`config.mk`:
```
export PLATFORM = sky130hd
export DESIGN_NAME = imm_extend_pipe
export DESIGN_NICKNAME = d
export VERILOG_FILES = /design/src/rtl/imm_extend_pipe.sv
export SDC_FILE = /design/constraint.sdc
export NUM_CORES = 1
export LEC_CHECK = 0
export CAP_MARGIN = 20
export CORE_UTILIZATION = 44
export DETAILED_ROUTE_END_ITERATION = 16
export GPL_ROUTABILITY_DRIVEN = 0
export GPL_TIMING_DRIVEN = 0
export PLACE_DENSITY = 0.7
export SLEW_MARGIN = 5
export SYNTH_ARGS = -nofsm -noshare
export SYNTH_HDL_FRONTEND = slang
export SYNTH_SLANG_ARGS = --single-unit
export TNS_END_PERCENT = 20
```
`constraint.sdc`:
```
create_clock -name clock -period 1.8 [get_ports clock]
set_input_delay 0.36 -clock clock [delete_from_list [all_inputs] [get_ports clock]]
set_output_delay 0.36 -clock clock [all_outputs]
set_load 0.005 [all_outputs]
```
`src/rtl/imm_extend_pipe.sv`:
```
// imm_extend_pipe: decodes the immediate/target field of an instruction word,
// sign- or zero-extends it to DATA_W bits and hands it on through a 2-entry
// elastic buffer (output register + skid register) with valid/ready on both sides.
// Optional feature: define IMM_EXTEND_ZEXT_EN to make opcode ZEXT_OP select a
// zero-extended target field (out_mode 2). Without it ZEXT_OP is an ordinary
// immediate opcode and out_mode never reports 2.
module imm_extend_pipe #(
  parameter int DATA_W   = 32,
  parameter int OPCODE_W = 5,
  parameter int IMM_W    = 17,
  parameter int TGT_W    = 27,
  parameter int TGT_OP_A = 1,
  parameter int TGT_OP_B = 3,
  parameter int ZEXT_OP  = 21
) (
  input  logic              clock,
  input  logic              reset,
  input  logic              flush,
  input  logic              in_valid,
  input  logic [DATA_W-1:0] in_ir,
  output logic              in_ready,
  output logic              out_valid,
  output logic [DATA_W-1:0] out_data,
  output logic [1:0]        out_mode,
  input  logic              out_ready
);

  localparam logic [1:0] MODE_IMM  = 2'd0;
  localparam logic [1:0] MODE_TGT  = 2'd1;
  localparam logic [1:0] MODE_ZEXT = 2'd2;

  typedef enum logic [1:0] {
    ST_EMPTY = 2'd0,
    ST_ONE   = 2'd1,
    ST_TWO   = 2'd2
  } state_t;

  state_t            state_q, state_d;
  logic [DATA_W-1:0] out_data_q, out_data_d;
  logic [1:0]        out_mode_q, out_mode_d;
  logic [DATA_W-1:0] skid_data_q, skid_data_d;
  logic [1:0]        skid_mode_q, skid_mode_d;
  logic              in_ready_q, in_ready_d;

  logic [OPCODE_W-1:0] opcode;
  logic                is_tgt;
  logic                is_zext;
  logic [DATA_W-1:0]   ext_data;
  logic [1:0]          ext_mode;
  logic                accept;
  logic                drain;

  assign opcode  = in_ir[DATA_W-1 -: OPCODE_W];
  assign is_tgt  = (opcode == OPCODE_W'(TGT_OP_A)) || (opcode == OPCODE_W'(TGT_OP_B));
  assign is_zext = (opcode == OPCODE_W'(ZEXT_OP));

  // Decode the format and extend the selected field; every opcode maps somewhere.
  always_comb begin
    ext_data = {{(DATA_W-IMM_W){in_ir[IMM_W-1]}}, in_ir[IMM_W-1:0]};
    ext_mode = MODE_IMM;
    if (is_tgt) begin
      ext_data = {{(DATA_W-TGT_W){in_ir[TGT_W-1]}}, in_ir[TGT_W-1:0]};
      ext_mode = MODE_TGT;
    end else if (is_zext) begin
`ifdef IMM_EXTEND_ZEXT_EN
      ext_data = {{(DATA_W-TGT_W){1'b0}}, in_ir[TGT_W-1:0]};
      ext_mode = MODE_ZEXT;
`else
      ext_data = {{(DATA_W-IMM_W){in_ir[IMM_W-1]}}, in_ir[IMM_W-1:0]};
      ext_mode = MODE_IMM;
`endif
    end
  end

  assign accept = in_valid && in_ready_q;
  assign drain  = (state_q != ST_EMPTY) && out_ready;

  // Occupancy FSM and buffer next-state: new words go to the output register
  // when it is free or draining, otherwise to the skid register.
  always_comb begin
    state_d     = state_q;
    out_data_d  = out_data_q;
    out_mode_d  = out_mode_q;
    skid_data_d = skid_data_q;
    skid_mode_d = skid_mode_q;
    case (state_q)
      ST_EMPTY: begin
        if (accept) begin
          out_data_d = ext_data;
          out_mode_d = ext_mode;
          state_d    = ST_ONE;
        end
      end
      ST_ONE: begin
        if (accept && !drain) begin
          skid_data_d = ext_data;
          skid_mode_d = ext_mode;
          state_d     = ST_TWO;
        end else if (accept && drain) begin
          out_data_d = ext_data;
          out_mode_d = ext_mode;
        end else if (drain) begin
          state_d = ST_EMPTY;
        end
      end
      ST_TWO: begin
        // in_ready is low here, so only a drain can move us.
        if (drain) begin
          out_data_d = skid_data_q;
          out_mode_d = skid_mode_q;
          state_d    = ST_ONE;
        end
      end
      default: state_d = ST_EMPTY;
    endcase
    if (flush) begin
      state_d = ST_EMPTY;
    end
    in_ready_d = (state_d != ST_TWO);
  end

  // State and data registers with synchronous reset.
  always_ff @(posedge clock) begin
    if (reset) begin
      state_q     <= ST_EMPTY;
      out_data_q  <= '0;
      out_mode_q  <= MODE_IMM;
      skid_data_q <= '0;
      skid_mode_q <= MODE_IMM;
      in_ready_q  <= 1'b1;
    end else begin
      state_q     <= state_d;
      out_data_q  <= out_data_d;
      out_mode_q  <= out_mode_d;
      skid_data_q <= skid_data_d;
      skid_mode_q <= skid_mode_d;
      in_ready_q  <= in_ready_d;
    end
  end

  assign in_ready  = in_ready_q;
  assign out_valid = (state_q != ST_EMPTY);
  assign out_data  = out_data_q;
  assign out_mode  = out_mode_q;

endmodule

```
==> impl_metrics.xml, run 1 <==
<?xml version="1.0" encoding="UTF-8"?>
<metrics>
  <group name="outcome">
    <metric name="run_status" unit="">completed</metric>
  </group>
  <group name="synth">
    <metric name="yosys_warnings" unit="">0</metric>
    <metric name="synth.area.mux_share" unit="">0</metric>
    <metric name="synth_xor_xnor_area_share" unit="">0.00337</metric>
    <metric name="synthesis.nets" unit="">349</metric>
    <metric name="synthCells" unit="">312</metric>
    <metric name="synth_simple_gate_area_share" unit="">0.267</metric>
    <metric name="synth_top_family_by_area" unit="">simple AND/OR/NAND/NOR gates</metric>
    <metric name="synth_compound_gate_area_share" unit="">0.198</metric>
    <metric name="synth_sequential_area_ratio" unit="">0.454</metric>
    <metric name="syn_area_per_cell" unit="um^2">8.33</metric>
    <metric name="post_synth_instance_area" unit="um^2">2600</metric>
    <metric name="post_synthesis_share_of_cell_area_spent_on_full_adders_half_adders_and_majority_gates" unit="">0</metric>
    <metric name="synth-seq-cells" unit="">59</metric>
    <metric name="synth.distinct_cells" unit="">33</metric>
  </group>
  <group name="global_routing">
    <metric name="gr-total-overflow" unit="">0</metric>
    <metric name="number_of_antenna_violations_at_the_first_check_in_global_routing" unit="">0</metric>
    <metric name="grt_max_degree" unit="">11</metric>
    <metric name="wire_length_of_the_first_global_routing_pass" unit="mm">11.2</metric>
    <metric name="via_count_of_the_first_global_routing_pass" unit="">2349</metric>
    <metric name="grtUsageTotal" unit="">0.239</metric>
  </group>
  <group name="setup_path">
    <metric name="crit_fanout" unit="">10</metric>
    <metric name="critical_path_arrival" unit="ps">1960</metric>
    <metric name="timing.critical_path.to_type" unit="">flip-flop</metric>
    <metric name="setup.worst_path.start_class" unit="">input port</metric>
    <metric name="timing.setup.critical_path_class" unit="">input port to flip-flop</metric>
    <metric name="worstPathRequired" unit="ps">2000</metric>
  </group>
  <group name="placement">
    <metric name="placement.cell_area" unit="um^2">3380</metric>
    <metric name="hpwlAfterDp" unit="mm">4.71</metric>
    <metric name="io_buffer_count" unit="">69</metric>
    <metric name="numPlacedInstances" unit="">453</metric>
  </group>
  <group name="floorplan">
    <metric name="effective_utilization_at_floorplan" unit="">0.464</metric>
    <metric name="rows" unit="">27</metric>
    <metric name="ioPinCount" unit="">73</metric>
    <metric name="floorplan_die_area" unit="um^2">6220</metric>
    <metric name="die_height" unit="um">78.9</metric>
    <metric name="placeable_core_region" unit="um^2">5610</metric>
    <metric name="die-width" unit="um">78.9</metric>
  </group>
  <group name="routing">
    <metric name="route.antenna.remaining_nets" unit="">0</metric>
    <metric name="routed_wirelength" unit="mm">7.07</metric>
    <metric name="drt-vias-per-instance" unit="">5.35</metric>
    <metric name="detailed_router_s_first_iteration_violation_count" unit="">105</metric>
    <metric name="drtPass1Iterations" unit="">4</metric>
    <metric name="detailroute.via_count" unit="">2527</metric>
    <metric name="post_route_drc_violation_count" unit="">0</metric>
    <metric name="routed_wire_length_per_instance" unit="um">15.0</metric>
  </group>
  <group name="sta">
    <metric name="period_needed" unit="ps">1760</metric>
    <metric name="report.final.hold_viol_count" unit="">0</metric>
    <metric name="max_freq" unit="MHz">569</metric>
    <metric name="timing.final.crit_share" unit="">0.976</metric>
    <metric name="final_max_slew_viol_count" unit="">0</metric>
    <metric name="max_transition_margin" unit="">0.581</metric>
    <metric name="worst_slew_pin_slew" unit="ps">628</metric>
    <metric name="finalSetupViolations" unit="">0</metric>
    <metric name="fin_skew" unit="ps">7.86</metric>
    <metric name="timing.setup.tns" unit="ps">0</metric>
  </group>
  <group name="clock_tree">
    <metric name="cts_sinks" unit="">59</metric>
    <metric name="clockBufferDepth" unit="">2</metric>
    <metric name="cts_root_buffer" unit="">sky130_fd_sc_hd__clkbuf_8</metric>
    <metric name="cts_max_level" unit="">3</metric>
    <metric name="clkLatencyLatePin" unit="ps">340</metric>
    <metric name="clk_transition_reported_paths" unit="ps">60</metric>
    <metric name="cts.hold.buffers_added" unit="">0</metric>
    <metric name="cts-buffers-inserted" unit="">9</metric>
    <metric name="tritoncts_clock_tree" unit="">built</metric>
  </group>
  <group name="cells_and_area">
    <metric name="flow.area_growth_from_synthesis" unit="%">39.7</metric>
    <metric name="layoutNonFillerInstCount" unit="">472</metric>
    <metric name="finish.net_count" unit="">433</metric>
    <metric name="n_antenna_cell" unit="">0</metric>
    <metric name="layout_common_cells" unit="">73 x sky130_fd_sc_hd__nand2_1, 67 x sky130_fd_sc_hd__clkdlybuf4s50_1, 58 x sky130_fd_sc_hd__dfxtp_1</metric>
    <metric name="layout.cell_area.non_filler" unit="um^2">3630</metric>
    <metric name="mostFrequentLayoutCell" unit="">sky130_fd_sc_hd__nand2_1</metric>
    <metric name="final_core_utilization" unit="">0.648</metric>
    <metric name="final_layout_size_suffix_gt1_frac" unit="">0.133</metric>
  </group>
  <group name="power_and_ir_drop">
    <metric name="vdd.ir_drop.worst" unit="uV">750</metric>
    <metric name="p_leak" unit="nW">1.37</metric>
    <metric name="p_total" unit="mW">3.16</metric>
    <metric name="powerDensity" unit="nW/um^2">869</metric>
  </group>
  <group name="run">
    <metric name="timing.max_cap.violations" unit="">0</metric>
  </group>
  <group name="min_path">
    <metric name="hold_path_class" unit="">input port to flip-flop</metric>
  </group>
</metrics>
cell usage after synthesis:
cell type | n | share of area
sky130_fd_sc_hd__buf_4 | 7 | 0.020
sky130_fd_sc_hd__or4_1 | 1 | 0.0029
sky130_fd_sc_hd__o21a_1 | 1 | 0.0029
sky130_fd_sc_hd__a21oi_1 | 19 | 0.037
sky130_fd_sc_hd__o41ai_2 | 1 | 0.0063
sky130_fd_sc_hd__a311oi_1 | 18 | 0.061
sky130_fd_sc_hd__buf_2 | 13 | 0.025
sky130_fd_sc_hd__nor2b_1 | 1 | 0.0024
sky130_fd_sc_hd__buf_6 | 3 | 0.013
sky130_fd_sc_hd__a211oi_1 | 18 | 0.052
sky130_fd_sc_hd__nand3b_1 | 11 | 0.032
sky130_fd_sc_hd__nor3_1 | 11 | 0.021
sky130_fd_sc_hd__and3_1 | 1 | 0.0024
sky130_fd_sc_hd__nand4b_1 | 1 | 0.0034
sky130_fd_sc_hd__conb_1 | 1 | 0.0014
sky130_fd_sc_hd__nand2b_1 | 1 | 0.0024
sky130_fd_sc_hd__nor3_4 | 1 | 0.0063
sky130_fd_sc_hd__buf_1 | 1 | 0.0014
sky130_fd_sc_hd__nand4bb_1 | 1 | 0.0043
sky130_fd_sc_hd__nor2_1 | 39 | 0.056
sky130_fd_sc_hd__and2b_1 | 1 | 0.0029
sky130_fd_sc_hd__o41ai_1 | 9 | 0.030
sky130_fd_sc_hd__xnor2_1 | 1 | 0.0034
sky130_fd_sc_hd__nor4b_4 | 1 | 0.0091
sky130_fd_sc_hd__or3_1 | 1 | 0.0024
sky130_fd_sc_hd__nand2b_4 | 1 | 0.0053
sky130_fd_sc_hd__nor4_1 | 1 | 0.0024
sky130_fd_sc_hd__nand3_2 | 1 | 0.0039
sky130_fd_sc_hd__clkbuf_1 | 11 | 0.016
sky130_fd_sc_hd__nand2_1 | 73 | 0.11
sky130_fd_sc_hd__or2_2 | 1 | 0.0024
sky130_fd_sc_hd__a211oi_2 | 2 | 0.0096
sky130_fd_sc_hd__dfxtp_1 | 59 | 0.45
repair_timing:
item                                    4_1_cts  5_1_grt
pin swaps                                     0        2
resized for setup                             2        8
endpoints found under the setup margin        6       22
setup buffers                                 0        4
through the flow:
stage / hold slack [ps] / setup slack (ps)
after floorplan: 437 / 366
after global placement: 442 / -245
after detailed placement: 447 / -249
after CTS: 454 / 77.6
after global routing: 340 / -40.9
final: 328 / 42.8
logic make-up (layout without fill, tap and decap cells):
logic type,Yosys count,count (layout)
AND/OR/NAND/NOR,148,148
AO/OA/AOI/OAI,68,68
flip-flops,59,59
buffers and inverters,35,123
other,1,1
XOR/XNOR,1,1
worst paths after layout:
| kind | from | to | slack, ps | cells after the start |
|---|---|---|---|---|
| max | in_ir[29] | out_data[30]$_SDFFE_PP0P_ | 40 | 6 |
| min | out_ready | state_q[1]$_SDFF_PP0_ | 330 | 2 |
| max reg2reg | in_ready$_SDFF_PP1_ | skid_data_q[22]$_SDFFE_PP0P_ | 230 | 6 |
| min reg2reg | skid_data_q[12]$_SDFFE_PP0P_ | skid_data_q[12]$_SDFFE_PP0P_ | 450 | 2 |
report_power, final:
part / internal [mW] / switching (mW)
Combinational: 0.267 / 0.201
Clock: 0.784 / 0.494
Sequential: 1.37 / 0.0391
final cells by class:
class,count,area [um^2]
plain buffers,35,203
clock buffers,14,183
clock inverters,1,30.0
fillers,525,1980
multi-input cells,218,1220
flip-flops and latches,59,1180
well taps,72,90.1
repair buffers,73,722
sequential cells by signal, summed over array words and instances (netlist names):
name and flops:
out_data 27, skid_data_q 27, state_q 2, in_ready 1, out_mode 1, skid_mode_q 1
critical path, cell delays in order:
cell,delay (ps)
sky130_fd_sc_hd__clkdlybuf4s50_1,450
sky130_fd_sc_hd__nor4b_4,390
sky130_fd_sc_hd__nor2b_1,100
sky130_fd_sc_hd__buf_2,210
sky130_fd_sc_hd__a211oi_1,340
sky130_fd_sc_hd__o41ai_2,110
routing by layer:
metal / GRT usage / routed length [um]
met3: 0.0494 / 373
met1: 0.313 / 3260
met5: 0 / 0
met4: 0.118 / 106
met2: 0.373 / 3330
Note: power is estimated with default switching activity, not from simulation.
==> run 2, diff against run 1 <==
- CAP_MARGIN: 20 -> not set
- RECOVER_POWER: not set -> 25
==> run 2 against run 1 <==
Global-route usage is the same. Total power shrank 0.53%. Sequential power is essentially flat. Flip-flop and latch count is the same. Hold slack is essentially flat. Cell count is the same. First-iteration DRC count is the same. Routed wire length is essentially flat. Clock skew grew 0.56 ps. Setup slack lost 1.8 ps. Critical endpoint unchanged. Largest cell class unchanged.
==> impl_metrics.xml, run 2 (same netlist as run 1, synthesis figures left out) <==
<?xml version="1.0" encoding="UTF-8"?>
<metrics>
  <group name="sta">
    <metric name="fin_skew" unit="ps">8.42</metric>
    <metric name="finalSetupViolations" unit="">0</metric>
    <metric name="period_needed" unit="ps">1760</metric>
    <metric name="final_max_slew_viol_count" unit="">0</metric>
    <metric name="timing.setup.tns" unit="ps">0</metric>
    <metric name="max_freq" unit="MHz">569</metric>
    <metric name="timing.final.crit_share" unit="">0.977</metric>
    <metric name="report.final.hold_viol_count" unit="">0</metric>
    <metric name="worst_slew_pin_slew" unit="ps">624</metric>
    <metric name="max_transition_margin" unit="">0.584</metric>
    <metric name="final_worst_setup_slack" unit="ps">41.0</metric>
    <metric name="worst_hold_slack" unit="ps">328</metric>
  </group>
  <group name="cells_and_area">
    <metric name="n_antenna_cell" unit="">0</metric>
    <metric name="final_layout_size_suffix_gt1_frac" unit="">0.133</metric>
    <metric name="flow.area_growth_from_synthesis" unit="%">39.7</metric>
    <metric name="layoutNonFillerInstCount" unit="">472</metric>
    <metric name="finish.net_count" unit="">433</metric>
    <metric name="num-fill-cells" unit="">525</metric>
    <metric name="layout.cell_area.non_filler" unit="um^2">3630</metric>
    <metric name="mostFrequentLayoutCell" unit="">sky130_fd_sc_hd__nand2_1</metric>
    <metric name="layout_common_cells" unit="">73 x sky130_fd_sc_hd__nand2_1, 58 x sky130_fd_sc_hd__dfxtp_1, 47 x sky130_fd_sc_hd__clkdlybuf4s50_1</metric>
  </group>
  <group name="floorplan">
    <metric name="die_height" unit="um">78.9</metric>
    <metric name="rows" unit="">27</metric>
    <metric name="placeable_core_region" unit="um^2">5610</metric>
    <metric name="floorplan_die_area" unit="um^2">6220</metric>
    <metric name="ioPinCount" unit="">73</metric>
    <metric name="die-width" unit="um">78.9</metric>
    <metric name="effective_utilization_at_floorplan" unit="">0.464</metric>
  </group>
  <group name="clock_tree">
    <metric name="clk_transition_reported_paths" unit="ps">60</metric>
    <metric name="clkLatencyLatePin" unit="ps">340</metric>
    <metric name="cts-buffers-inserted" unit="">9</metric>
    <metric name="cts_sinks" unit="">59</metric>
    <metric name="cts_max_level" unit="">3</metric>
    <metric name="tritoncts_clock_tree" unit="">built</metric>
    <metric name="cts_root_buffer" unit="">sky130_fd_sc_hd__clkbuf_8</metric>
    <metric name="clockBufferDepth" unit="">2</metric>
    <metric name="cts.hold.buffers_added" unit="">0</metric>
  </group>
  <group name="routing">
    <metric name="post_route_drc_violation_count" unit="">0</metric>
    <metric name="detailed_router_s_first_iteration_violation_count" unit="">105</metric>
    <metric name="drtPass1Iterations" unit="">4</metric>
    <metric name="routed_wire_length_per_instance" unit="um">15.0</metric>
    <metric name="detailroute.via_count" unit="">2537</metric>
    <metric name="drt-vias-per-instance" unit="">5.38</metric>
    <metric name="routed_wirelength" unit="mm">7.07</metric>
    <metric name="route.antenna.remaining_nets" unit="">0</metric>
  </group>
  <group name="setup_path">
    <metric name="r2r_slack" unit="ps">230</metric>
    <metric name="timing.critical_path.to" unit="">out_data[30]$_SDFFE_PP0P_</metric>
    <metric name="register_to_register_path_depth" unit="">6</metric>
    <metric name="worstReg2RegEnd" unit="">skid_data_q[22]$_SDFFE_PP0P_</metric>
    <metric name="reg_to_reg_start" unit="">in_ready$_SDFF_PP1_</metric>
    <metric name="critical_path_arrival" unit="ps">1960</metric>
    <metric name="timing.critical_path.to_type" unit="">flip-flop</metric>
    <metric name="worstPathRequired" unit="ps">2000</metric>
    <metric name="crit_fanout" unit="">10</metric>
    <metric name="timing.setup.critical_path_class" unit="">input port to flip-flop</metric>
    <metric name="launching_element_of_the_worst_setup_path" unit="">in_ir[29]</metric>
    <metric name="setup.worst_path.start_class" unit="">input port</metric>
  </group>
  <group name="run">
    <metric name="timing.max_cap.violations" unit="">0</metric>
  </group>
  <group name="power_and_ir_drop">
    <metric name="powerDensity" unit="nW/um^2">865</metric>
    <metric name="switching_share" unit="">0.233</metric>
    <metric name="internal_power" unit="mW">2.41</metric>
    <metric name="vdd.ir_drop.worst" unit="uV">749</metric>
    <metric name="p_leak" unit="nW">1.42</metric>
    <metric name="clock_power_frac" unit="">0.407</metric>
    <metric name="power.share.sequential" unit="">0.449</metric>
    <metric name="power.switching" unit="mW">0.731</metric>
    <metric name="power.share.combinational" unit="">0.144</metric>
  </group>
  <group name="global_routing">
    <metric name="grt_max_degree" unit="">11</metric>
    <metric name="grtUsageTotal" unit="">0.239</metric>
    <metric name="gr-total-overflow" unit="">0</metric>
    <metric name="via_count_of_the_first_global_routing_pass" unit="">2349</metric>
    <metric name="wire_length_of_the_first_global_routing_pass" unit="mm">11.2</metric>
    <metric name="number_of_antenna_violations_at_the_first_check_in_global_routing" unit="">0</metric>
  </group>
  <group name="min_path">
    <metric name="hold_path_class" unit="">input port to flip-flop</metric>
  </group>
  <group name="placement">
    <metric name="numPlacedInstances" unit="">453</metric>
    <metric name="placement.cell_area" unit="um^2">3380</metric>
    <metric name="hpwlAfterDp" unit="mm">4.71</metric>
    <metric name="pre_cts_slack" unit="ps">-249</metric>
    <metric name="io_buffer_count" unit="">69</metric>
  </group>
  <group name="outcome">
    <metric name="run_status" unit="">completed</metric>
  </group>
</metrics>
-- run 2: cell types whose count changed in the layout (fill, tap and decap cells not counted) --
cell | before | now
sky130_fd_sc_hd__clkdlybuf4s50_1 | 67 | 47
sky130_fd_sc_hd__dlygate4sd3_1 | 0 | 20
-- run 2: what timing repair did --
item                                    CTS  global route
gates resized for setup                   2             8
endpoints found under the setup margin    6            22
buffers inserted                          0             4
pin swaps                                 0             2
-- run 2: layer usage --
metal / routed length (um) / track usage
met1: 3220 / 0.313
met3: 422 / 0.0494
met4: 116 / 0.118
met5: 0 / 0
met2: 3320 / 0.373
-- run 2: power groups by stage --
stage	sequential (mW)	combinational, mW	clock (mW)
3_3_place_gp	1.44	0.461	0
3_5_place_dp	1.44	0.464	0
2_1_floorplan	1.44	0.194	0
5_1_grt	1.42	0.493	1.35
4_1_cts	1.41	0.466	1.29
6_report	1.41	0.454	1.28
-- run 2: final cells by class --
| cell class | instances | area (um^2) | share of cell area |
|---|---|---|---|
| Clock buffer | 14 | 183 | 0.0503 |
| Multi-Input combinational cell | 218 | 1220 | 0.337 |
| Buffer | 35 | 203 | 0.0558 |
| Sequential cell | 59 | 1180 | 0.326 |
| Timing Repair Buffer | 73 | 722 | 0.199 |
| Clock inverter | 1 | 30.0 | 0.00827 |
| Tap cell | 72 | 90.1 | 0.0248 |
-- run 2: how the worst min path moves through the flow --
stage | end | depth (start not counted) | slack (ps) | start
final | state_q[1]$_SDFF_PP0_ | 2 | 330 | out_ready
after global routing | state_q[1]$_SDFF_PP0_ | 2 | 340 | out_ready
after CTS | in_ready$_SDFF_PP1_ | 2 | 450 | reset
after detailed placement | skid_data_q[12]$_SDFFE_PP0P_ | 2 | 450 | skid_data_q[12]$_SDFFE_PP0P_
after global placement | skid_data_q[12]$_SDFFE_PP0P_ | 2 | 440 | skid_data_q[12]$_SDFFE_PP0P_
after floorplan | skid_data_q[0]$_SDFFE_PP0P_ | 2 | 440 | skid_data_q[0]$_SDFFE_PP0P_
-- run 2: worst max-delay path, cell delays in order --
cell	delay [ps]
sky130_fd_sc_hd__clkdlybuf4s50_1	450
sky130_fd_sc_hd__nor4b_4	390
sky130_fd_sc_hd__nor2b_1	100
sky130_fd_sc_hd__buf_2	210
sky130_fd_sc_hd__a211oi_1	340
sky130_fd_sc_hd__o41ai_2	110
-- run 2: metrics by stage --
step,utilization,power [mW]
after floorplan,-,1.63
after global placement,0.603,1.90
after detailed placement,0.603,1.90
after CTS,0.641,3.17
after global routing,0.648,3.26
final,0.648,3.14
==> run 3, diff against run 2 <==
==> constraint.sdc (replaced) <==
create_clock -name clock -period 1.8 [get_ports clock]
set_input_delay 0.36 -clock clock [delete_from_list [all_inputs] [get_ports clock]]
set_output_delay 0.36 -clock clock [all_outputs]
set_load 0.02 [all_outputs]
==> run 3 against run 2 <==
Critical path depth unchanged. Critical endpoint unchanged. Largest power group unchanged. Sequential share of layout area up 0.11 points. Combinational power up 18%.
==> impl_metrics.xml, run 3 (same netlist as run 1, synthesis figures left out) <==
<?xml version="1.0" encoding="UTF-8"?>
<metrics>
  <group name="clock_tree">
    <metric name="cts_max_level" unit="">3</metric>
    <metric name="cts_root_buffer" unit="">sky130_fd_sc_hd__clkbuf_8</metric>
    <metric name="clk_transition_reported_paths" unit="ps">60</metric>
    <metric name="tritoncts_clock_tree" unit="">built</metric>
    <metric name="cts_sinks" unit="">59</metric>
    <metric name="clkLatencyLatePin" unit="ps">330</metric>
    <metric name="cts.hold.buffers_added" unit="">0</metric>
    <metric name="cts-buffers-inserted" unit="">9</metric>
    <metric name="clockBufferDepth" unit="">2</metric>
  </group>
  <group name="floorplan">
    <metric name="rows" unit="">27</metric>
    <metric name="placeable_core_region" unit="um^2">5610</metric>
    <metric name="die-width" unit="um">78.9</metric>
    <metric name="die_height" unit="um">78.9</metric>
    <metric name="effective_utilization_at_floorplan" unit="">0.464</metric>
    <metric name="ioPinCount" unit="">73</metric>
    <metric name="floorplan_die_area" unit="um^2">6220</metric>
  </group>
  <group name="cells_and_area">
    <metric name="layout_common_cells" unit="">73 x sky130_fd_sc_hd__nand2_1, 58 x sky130_fd_sc_hd__dfxtp_1, 56 x sky130_fd_sc_hd__clkdlybuf4s50_1</metric>
    <metric name="finish.net_count" unit="">433</metric>
    <metric name="n_antenna_cell" unit="">0</metric>
    <metric name="flow.area_growth_from_synthesis" unit="%">39.2</metric>
    <metric name="layout.cell_area.non_filler" unit="um^2">3620</metric>
    <metric name="num-fill-cells" unit="">527</metric>
    <metric name="mostFrequentLayoutCell" unit="">sky130_fd_sc_hd__nand2_1</metric>
    <metric name="final_layout_size_suffix_gt1_frac" unit="">0.145</metric>
  </group>
  <group name="setup_path">
    <metric name="critical_path.n_buffers_inverters" unit="">2</metric>
    <metric name="worstReg2RegEnd" unit="">out_data[8]$_SDFFE_PP0P_</metric>
    <metric name="critical_path_arrival" unit="ps">1950</metric>
    <metric name="reg_to_reg_start" unit="">state_q[1]$_SDFF_PP0_</metric>
    <metric name="register_to_register_path_depth" unit="">6</metric>
    <metric name="worstPathRequired" unit="ps">2000</metric>
    <metric name="timing.critical_path.slowest_stage_cell" unit="">sky130_fd_sc_hd__clkdlybuf4s50_1</metric>
    <metric name="worst_path_largest_cell_delay" unit="ps">450</metric>
    <metric name="timing.setup.critical_path_class" unit="">input port to flip-flop</metric>
    <metric name="crit_family" unit="">buffers and inverters</metric>
    <metric name="r2r_slack" unit="ps">220</metric>
    <metric name="timing.critical_path.to_type" unit="">flip-flop</metric>
    <metric name="cp_cell_sequence" unit="">clkdlybuf4s50_1 -&gt; nor4b_4 -&gt; nor2b_1 -&gt; buf_2 -&gt; a211oi_1 -&gt; o41ai_2</metric>
    <metric name="crit_fanout" unit="">10</metric>
    <metric name="setup.worst_path.start_class" unit="">input port</metric>
  </group>
  <group name="min_path">
    <metric name="hold_path_class" unit="">input port to flip-flop</metric>
    <metric name="min_delay_worst_endpoint" unit="">state_q[1]$_SDFF_PP0_</metric>
    <metric name="min_path_cells" unit="">2</metric>
    <metric name="hold_start" unit="">out_ready</metric>
  </group>
  <group name="routing">
    <metric name="detailroute.via_count" unit="">2538</metric>
    <metric name="detailed_router_s_first_iteration_violation_count" unit="">104</metric>
    <metric name="drtPass1Iterations" unit="">4</metric>
    <metric name="drt-vias-per-instance" unit="">5.38</metric>
    <metric name="routed_wirelength" unit="mm">7.09</metric>
    <metric name="route.antenna.remaining_nets" unit="">0</metric>
    <metric name="post_route_drc_violation_count" unit="">0</metric>
    <metric name="routed_wire_length_per_instance" unit="um">15.0</metric>
  </group>
  <group name="sta">
    <metric name="max_freq" unit="MHz">569</metric>
    <metric name="fin_skew" unit="ps">5.07</metric>
    <metric name="finalSetupViolations" unit="">0</metric>
    <metric name="worst_slew_pin_slew" unit="ps">633</metric>
    <metric name="report.final.hold_viol_count" unit="">0</metric>
    <metric name="timing.setup.tns" unit="ps">0</metric>
    <metric name="max_transition_margin" unit="">0.578</metric>
    <metric name="period_needed" unit="ps">1760</metric>
    <metric name="final_max_slew_viol_count" unit="">0</metric>
    <metric name="worst_hold_slack" unit="ps">331</metric>
    <metric name="timing.final.crit_share" unit="">0.976</metric>
  </group>
  <group name="run">
    <metric name="timing.max_cap.violations" unit="">0</metric>
  </group>
  <group name="global_routing">
    <metric name="grt_max_degree" unit="">11</metric>
    <metric name="number_of_antenna_violations_at_the_first_check_in_global_routing" unit="">0</metric>
    <metric name="via_count_of_the_first_global_routing_pass" unit="">2349</metric>
    <metric name="gr-total-overflow" unit="">0</metric>
    <metric name="wire_length_of_the_first_global_routing_pass" unit="mm">11.2</metric>
    <metric name="grtUsageTotal" unit="">0.239</metric>
  </group>
  <group name="power_and_ir_drop">
    <metric name="powerDensity" unit="nW/um^2">889</metric>
    <metric name="p_total" unit="mW">3.22</metric>
    <metric name="p_leak" unit="nW">1.39</metric>
    <metric name="vdd.ir_drop.worst" unit="uV">743</metric>
  </group>
  <group name="placement">
    <metric name="io_buffer_count" unit="">69</metric>
    <metric name="hpwlAfterDp" unit="mm">4.71</metric>
    <metric name="placement.cell_area" unit="um^2">3380</metric>
  </group>
  <group name="outcome">
    <metric name="run_status" unit="">completed</metric>
  </group>
</metrics>
## run 3: cell count changes in the layout (fill, tap and decap cells not counted)
cell | before | now
sky130_fd_sc_hd__dlygate4sd3_1 | 20 | 6
sky130_fd_sc_hd__clkdlybuf4s50_1 | 47 | 56
sky130_fd_sc_hd__clkbuf_4 | 0 | 4
sky130_fd_sc_hd__buf_2 | 12 | 11
sky130_fd_sc_hd__buf_4 | 12 | 13
sky130_fd_sc_hd__clkbuf_2 | 3 | 4
## run 3: final cells by class
class | count | area, um^2 | share of cell area
multi-input cells | 218 | 1220 | 0.338
repair buffers | 73 | 709 | 0.196
clock buffers | 14 | 183 | 0.0505
clock inverters | 1 | 30.0 | 0.00830
plain buffers | 35 | 203 | 0.0560
well taps | 72 | 90.1 | 0.0249
flip-flops and latches | 59 | 1180 | 0.327
## run 3: stage by stage
stage,cells,utilization,setup WS (ps)
floorplan,312,-,248
global placement,453,0.603,-245
detailed placement,453,0.603,-249
CTS,468,0.639,57.7
global route,472,0.645,-40.9
finish,472,0.645,43.6
## run 3: layer usage
metal / vias to the layer above / track usage / wire, um
met5: - / 0 / 0
met4: 0 / 0.118 / 111
met3: 8 / 0.0494 / 408
met2: 85 / 0.373 / 3340
met1: 1186 / 0.312 / 3230
li1: 1259 / - / -
## run 3: worst max path at each step
stage | depth (start not counted) | end | start | slack (ps)
finish | 6 | out_data[30]$_SDFFE_PP0P_ | in_ir[29] | 40
global route | 6 | out_data[30]$_SDFFE_PP0P_ | in_ir[29] | -40
CTS | 3 | out_valid | state_q[1]$_SDFF_PP0_ | 60
detailed placement | 6 | skid_mode_q[0]$_SDFFE_PP0P_ | out_ready | -250
global placement | 7 | skid_data_q[7]$_SDFFE_PP0P_ | out_ready | -240
floorplan | 6 | skid_data_q[21]$_SDFFE_PP0P_ | in_ready$_SDFF_PP1_ | 250
## run 3: where the power goes
part | switching, mW | total, mW | internal (mW)
clock network | 0.488 | 1.27 | 0.784
logic | 0.275 | 0.535 | 0.260
registers | 0.0386 | 1.41 | 1.37
## run 3: repair_timing
action	in CTS	in global routing
resized for setup	7	8
endpoints found under the hold margin	0	0
pin swaps	0	2
buffers inserted	0	4
setup endpoints to repair	7	22
## run 3: worst register-to-register path: stages (launching register included)
cell	delay (ps)
sky130_fd_sc_hd__dfxtp_1	310
sky130_fd_sc_hd__buf_4	160
sky130_fd_sc_hd__and2b_1	150
sky130_fd_sc_hd__buf_2	240
sky130_fd_sc_hd__clkbuf_2	290
sky130_fd_sc_hd__nand2_1	90
sky130_fd_sc_hd__a311oi_1	260
